## config.mk

```make
export PLATFORM = sky130hd
export DESIGN_NAME = mem_arbiter
export DESIGN_NICKNAME = d
export VERILOG_FILES = /design/src/rtl/mem_arbiter.sv
export SDC_FILE = /design/constraint.sdc
export NUM_CORES = 1
export LEC_CHECK = 0
export CAP_MARGIN = 20
export CORE_AREA = 4 4 104 106
export DETAILED_ROUTE_END_ITERATION = 10
export DIE_AREA = 0 0 108 110
export MAX_ROUTING_LAYER = met4
export PLACE_DENSITY = 0.73
export SYNTH_ARGS = -nofsm -noshare
export SYNTH_HDL_FRONTEND = slang
export SYNTH_SLANG_ARGS = --single-unit
```

## constraint.sdc

```tcl
create_clock -name CLK -period 2.13 [get_ports CLK]
set_input_delay 0.426 -clock CLK [delete_from_list [all_inputs] [get_ports CLK]]
set_output_delay 0.426 -clock CLK [all_outputs]
set_load 0.01 [all_outputs]
```

## src/rtl/mem_arbiter.sv

```systemverilog
// Two-cache to single-port RAM arbiter: grants one word at a time and handles RAM latency and errors.
// Optional define MEM_ARB_ROUND_ROBIN_EN selects round-robin arbitration instead of fixed dcache priority.
module mem_arbiter #(
    parameter int ERRW = 8
) (
    input  logic            CLK,
    input  logic            nRST,
    input  logic            iREN,
    input  logic [31:0]     iaddr,
    input  logic            dREN,
    input  logic            dWEN,
    input  logic [31:0]     daddr,
    input  logic [31:0]     dstore,
    output logic            iwait,
    output logic [31:0]     iload,
    output logic            dwait,
    output logic [31:0]     dload,
    output logic            ramREN,
    output logic            ramWEN,
    output logic [31:0]     ramaddr,
    output logic [31:0]     ramstore,
    input  logic [31:0]     ramload,
    input  logic [1:0]      ramstate,
    output logic [ERRW-1:0] err_count
);

    localparam logic [1:0] RAM_ACCESS = 2'd2;
    localparam logic [1:0] RAM_ERROR  = 2'd3;

    typedef enum logic [1:0] {
        IDLE  = 2'd0,
        DSERV = 2'd1,
        ISERV = 2'd2
    } state_t;

    state_t          state_reg;
    state_t          state_next;
    logic [ERRW-1:0] err_count_reg;
    logic            err_hit;
    logic            d_req;
    logic            i_req;
    logic            pick_d;
    logic            pick_i;
    logic            served_req;

    assign d_req = dREN | dWEN;
    assign i_req = iREN;

`ifdef MEM_ARB_ROUND_ROBIN_EN
    logic last_d_reg;
    logic last_d_next;

    // On a tie the cache that was not granted last wins.
    assign pick_d = d_req & (~i_req | ~last_d_reg);

    always_comb begin
        last_d_next = last_d_reg;
        if (state_reg == IDLE) begin
            if (pick_d) begin
                last_d_next = 1'b1;
            end else if (pick_i) begin
                last_d_next = 1'b0;
            end
        end
    end

    always_ff @(posedge CLK or negedge nRST) begin
        if (!nRST) begin
            last_d_reg <= 1'b0;
        end else begin
            last_d_reg <= last_d_next;
        end
    end
`else
    assign pick_d = d_req;
`endif

    assign pick_i     = i_req & ~pick_d;
    assign served_req = (state_reg == DSERV) ? d_req : i_req;

    // An abandoned request leaves without a completion and without counting an error.
    always_comb begin
        state_next = state_reg;
        err_hit    = 1'b0;
        unique case (state_reg)
            IDLE: begin
                if (pick_d) begin
                    state_next = DSERV;
                end else if (pick_i) begin
                    state_next = ISERV;
                end
            end
            DSERV, ISERV: begin
                if (!served_req) begin
                    state_next = IDLE;
                end else if (ramstate == RAM_ACCESS) begin
                    state_next = IDLE;
                end else if (ramstate == RAM_ERROR) begin
                    state_next = IDLE;
                    err_hit    = 1'b1;
                end
            end
            default: state_next = IDLE;
        endcase
    end

    always_ff @(posedge CLK or negedge nRST) begin
        if (!nRST) begin
            state_reg     <= IDLE;
            err_count_reg <= '0;
        end else begin
            state_reg <= state_next;
            if (err_hit && (err_count_reg != {ERRW{1'b1}})) begin
                err_count_reg <= err_count_reg + ERRW'(1);
            end
        end
    end

    assign err_count = err_count_reg;

    // Outputs are purely combinational so a zero-latency RAM completes in the first granted cycle.
    always_comb begin
        iwait    = 1'b1;
        dwait    = 1'b1;
        iload    = '0;
        dload    = '0;
        ramREN   = 1'b0;
        ramWEN   = 1'b0;
        ramaddr  = '0;
        ramstore = '0;
        unique case (state_reg)
            DSERV: begin
                ramaddr  = daddr;
                ramstore = dstore;
                ramWEN   = dWEN;
                ramREN   = dREN & ~dWEN;
                if (d_req && (ramstate == RAM_ACCESS)) begin
                    dwait = 1'b0;
                    dload = ramload;
                end
            end
            ISERV: begin
                ramaddr = iaddr;
                ramREN  = iREN;
                if (i_req && (ramstate == RAM_ACCESS)) begin
                    iwait = 1'b0;
                    iload = ramload;
                end
            end
            default: begin
            end
        endcase
    end

endmodule

```

# [After elaboration in Yosys (flattened, before gate mapping)]
# Index checks and enable logic that the tools add are counted.
[classes] n_addsub=1 eq_ne=7 mul=0 n_bitwise=5 div_mod_pow=0 n_mux=23 reduce_logical=6 magnitude_cmp=0 shift=0
[ops] operator="32-bit two-way mux" n=5
[ops] operator="32-bit one-hot mux with 2 select lines" n=1
[ops] operator="1-bit two-way mux" n=10
[ops] operator="2-bit two-way mux" n=5
[ops] operator="8-bit by 1-bit adder with 8-bit output (second input constant)" n=1
[ops] operator="8-bit != test (second input constant)" n=1
[ops] operator="2-bit equality test (second input constant)" n=3
[ops] operator="4-bit != test (second input constant)" n=1
[ops] operator="2-bit one-hot mux with 2 select lines" n=1
[ops] operator="1-bit logical AND" n=3
[ops] operator="3-bit != test (second input constant)" n=1
[ops] operator="1-bit AND" n=2
[ops] operator="2-bit by 1-bit equality test with 1-bit output (second input constant)" n=1
[ops] operator="2-bit zero test" n=1
[ops] operator="1-bit inverter" n=2
[ops] operator="1-bit one-hot mux with 2 select lines" n=1
[ops] operator="2-bit AND reduction" n=1
[ops] operator="2-bit OR reduction" n=1
[ops] operator="1-bit bitwise OR" n=1
[word_totals] mem_bits_rw=0 reg_bits=10 out_inout_bits=140 romBits=0 n_memories=0 inputBits=135 elab_cells=44 latch_bits=0

# [Depth between registers and ports, before layout]
[logic_depth] ltp_word=6 ltp_mapped=7 mapped_depth_nobuf=6

# [Worst setup path before layout]
# Ideal clock, no wire load.
[synth_timing] path_kind="flip-flop to output port" startpoint="register state_reg[1]" endpoint="output ramaddr[12]" required_ns=1.704 arrival_time_ns=1.481 path_buffers=3 path_stages_with_launch=8 path_slack_ns=0.223 path_cell_list="dfrtp_1 > inv_1 > ha_1 > buf_4 > buf_2 > clkbuf_1 > a22oi_1 > nor2b_1"
[synth_via] elab_chain_len=2 elab_cells_between_ends=3 cone_classes="eq/ne: 2; mux: 1"
[synth_lines] element="start: declaration" line_no="36" text="state_t state_reg;"
[synth_lines] element="start signal: assignment" line_no="112" text="state_reg <= state_next;"
[synth_lines] element="2-bit equality test / 2-bit by 1-bit equality test with 1-bit output (equally long branches)" line_no="131" text="unique case (state_reg)"
[synth_lines] element="32-bit one-hot mux with 2 select lines (*)" line_no="131"
[synth_lines] element="end: declaration" line_no="20" text="output logic [31:0] ramaddr,"
# Mark *: on every way between the ends. The rest lies on a longest branch, timed or not.

# [Worst setup path after layout]
[layout_timing] startpoint="register state_reg[0]" endpoint="output dload[12]"
[layout_via] elab_chain_len=2
[layout_lines] element="2-bit by 1-bit equality test with 1-bit output" line_no="131"
[layout_lines] element="32-bit two-way mux" line_no="131"
[layout_lines] element="end: declaration" line_no="17" text="output logic [31:0] dload,"
# Every way passes these cells.

==> flow_summary.toml <==
[run_status]
status = "finished, violations left"
violations = "negative setup slack"

[final_layout]
utilization = 0.503
fin_nets = 681
layout-drive-gt1-share = 0.327
syn_to_final_growth_pct = 178
layout_commonest_cell = "clkdlybuf4s50_1"
largest_register_ff_count = 8
final_cells = 672
fill_cells = 963
layout_common_cells = "137 x clkdlybuf4s50_1, 79 x and2_1, 75 x buf_2"

[place]
place_hpwl_um = 9040
placedCellCount = 652
finalWeightedCongestion = 0.789
port_buffers = 274

[die]
rows = 36
ios = 275
core_area_um2 = 9770
fp.dieH_um = 110
start_util = 0.181
die_area_um2 = 11900
die_width_um = 108

[grt]
grt_overflow = 0
grt_max_degree = 33
antenna_found_initial = 1
grt_pass1_vias = 3071
grt_usage = 0.175
grt_first_pass_wirelength_um = 16000

[power_and_ir_drop]
p_per_area_nw_per_um2 = 761
vdd_drop_max_v = 0.000586
p_leak_nw = 2.28

[logic_synthesis]
avgSynthCellArea_um2 = 7.27
yosys.area.top_type_share = 0.343
syn-num-nets = 384
synth_area_um2 = 1770
synth.area.top_cells = "and2_1 34%, dfrtp_1 14%, a22oi_1 14%"
ys_seq_area_frac = 0.142
yosys.area.top_type = "and2_1"
syn_inst = 243
yosys_warnings = 0
synth-seq-cells = 10
ys_types = 30

[worst_setup_path]
cp_max_fo = 5
worstSetupStartpointType = "flip-flop"
worstRegToRegCells = 8
r2r_end = "err_count[1]"
worstPathRequired_ps = 1700
end_kind = "primary output"
r2r-start = "state_reg[1]"
critPathKind = "reg2out"
arrival_ps = 1730
reg2reg_setup_slack_ps = 140

[sta]
setup_tns_ps = -82.1
finalClockSkew_ps = 0.504
post-route-period-util = 1.01
rsz0062_at_grt = "yes"
finalCriticalPeriod_ps = 2160
fin_ws_ps = -27.9
slew_headroom = 0.688
worst_pin_slew_ps = 466
hold_viol_final = 0
setup_viol = 7
slew_viol_final = 0
fmax_mhz = 463

[run]
cap_violations = 0

[detailed_routing]
drc = 0
wl_per_cell_um = 16.8
viasPerCell = 4.32
first_pass_iters = 4
wirelength_um = 11300
ant_nets = 0
via_count = 2901
drtIter0Drc = 73

[cts]
numCtsBuffers = 3
clock_latency_ps = 230
cts_buffer_depth = 2
cts_tree = "built"
cts_max_level = 1
cts.sink_count = 10
root_buffer = "clkbuf_8"
path_clk_slew_ps = 50

[min_path]
hold_path_class = "in2async"
[per-layer routing]
layer  vias up  track usage  share of wire
li1       1409            -              -
met1      1311        0.178           0.36
met2       166        0.349           0.53
met3        15       0.0384          0.091
met4         0       0.0280          0.013
met5         -            -              0
[power by group]
group / total (W) / switching, W / internal [W]
clock network: 0.000192 / 0.0000685 / 0.000123
registers: 0.000307 / 0.0000615 / 0.000246
logic: 0.00324 / 0.00140 / 0.00184
total: 0.00374 / 0.00153 / 0.00221
[synth_stat cells]
library cell	instances
and3b_1	1
nand2_1	5
inv_1	4
clkbuf_1	18
and3_1	3
nand4_1	3
o22ai_1	1
a211oi_4	1
nand3_1	3
dfrtp_1	10
o21ai_0	1
xnor2_1	4
a21boi_0	1
a22oi_1	32
mux2_2	2
o21a_1	1
buf_4	1
o211ai_1	2
and2_1	97
nand2b_1	1
mux2_1	2
buf_2	1
nand3b_1	2
nor2_1	3
ha_1	6
a211oi_1	1
o21ai_2	2
a22o_1	1
nor2b_1	33
a21oi_1	1
[critical path: stages (launching register included)]
cell and delay [ps]:
dfrtp_1 400, buf_6 130, ha_4 140, and3b_2 270
buf_12 160, clkbuf_16 150, and2_4 150, buf_6 110
[through the flow]
step | setup slack (ps) | power [W] | hold slack (ps) | instance area, um^2
floorplan | 223 | 0.00164 | 130 | 1770
global placement | -559 | 0.00337 | 509 | 4840
detailed placement | -577 | 0.00342 | 520 | 4840
CTS | -120 | 0.00375 | 536 | 4850
global route | -95.3 | 0.00401 | 552 | 4910
finish | -27.9 | 0.00374 | 518 | 4910
[worst max-delay path by stage]
stage                 startpoint  slack, ps     endpoint
finish              state_reg[0]        -30    dload[12]
CTS                 state_reg[0]       -120    dload[31]
detailed placement   ramstate[1]       -580    dload[28]
global placement     ramstate[1]       -560    dload[18]
global route        state_reg[0]       -100    iload[13]
floorplan           state_reg[1]        220  ramaddr[12]
[repair_timing]
item / in CTS / in global routing
pin swaps: 5 / 15
endpoints found under the setup margin: 132 / 118
gates cloned: 7 / 2
hold buffers: 0 / 0
gates resized for setup: 414 / 104
setup buffers: 8 / 2
[area by class of cell]
type,count,area [um^2],share of cell area
Timing Repair Buffer,312,2880,0.586
Sequential cell,10,250,0.0509
Multi-Input combinational cell,209,1550,0.316
Clock buffer,3,41.3,0.00840
Antenna cell,1,2.50,0.000509
Inverter,4,20.0,0.00407
Tap cell,133,166,0.0339
[logic make-up after synthesis]
kind of cell	share of synthesized area
adders and majority gates	0.0425
and+or+nand+nor	0.524
xor gates and xnor gates	0.0198
buffers and inverters	0.0538
AOI/OAI and AO/OA	0.193
DFF	0.142
muxes	0.0255
Note: power is estimated with default switching activity, not from simulation.
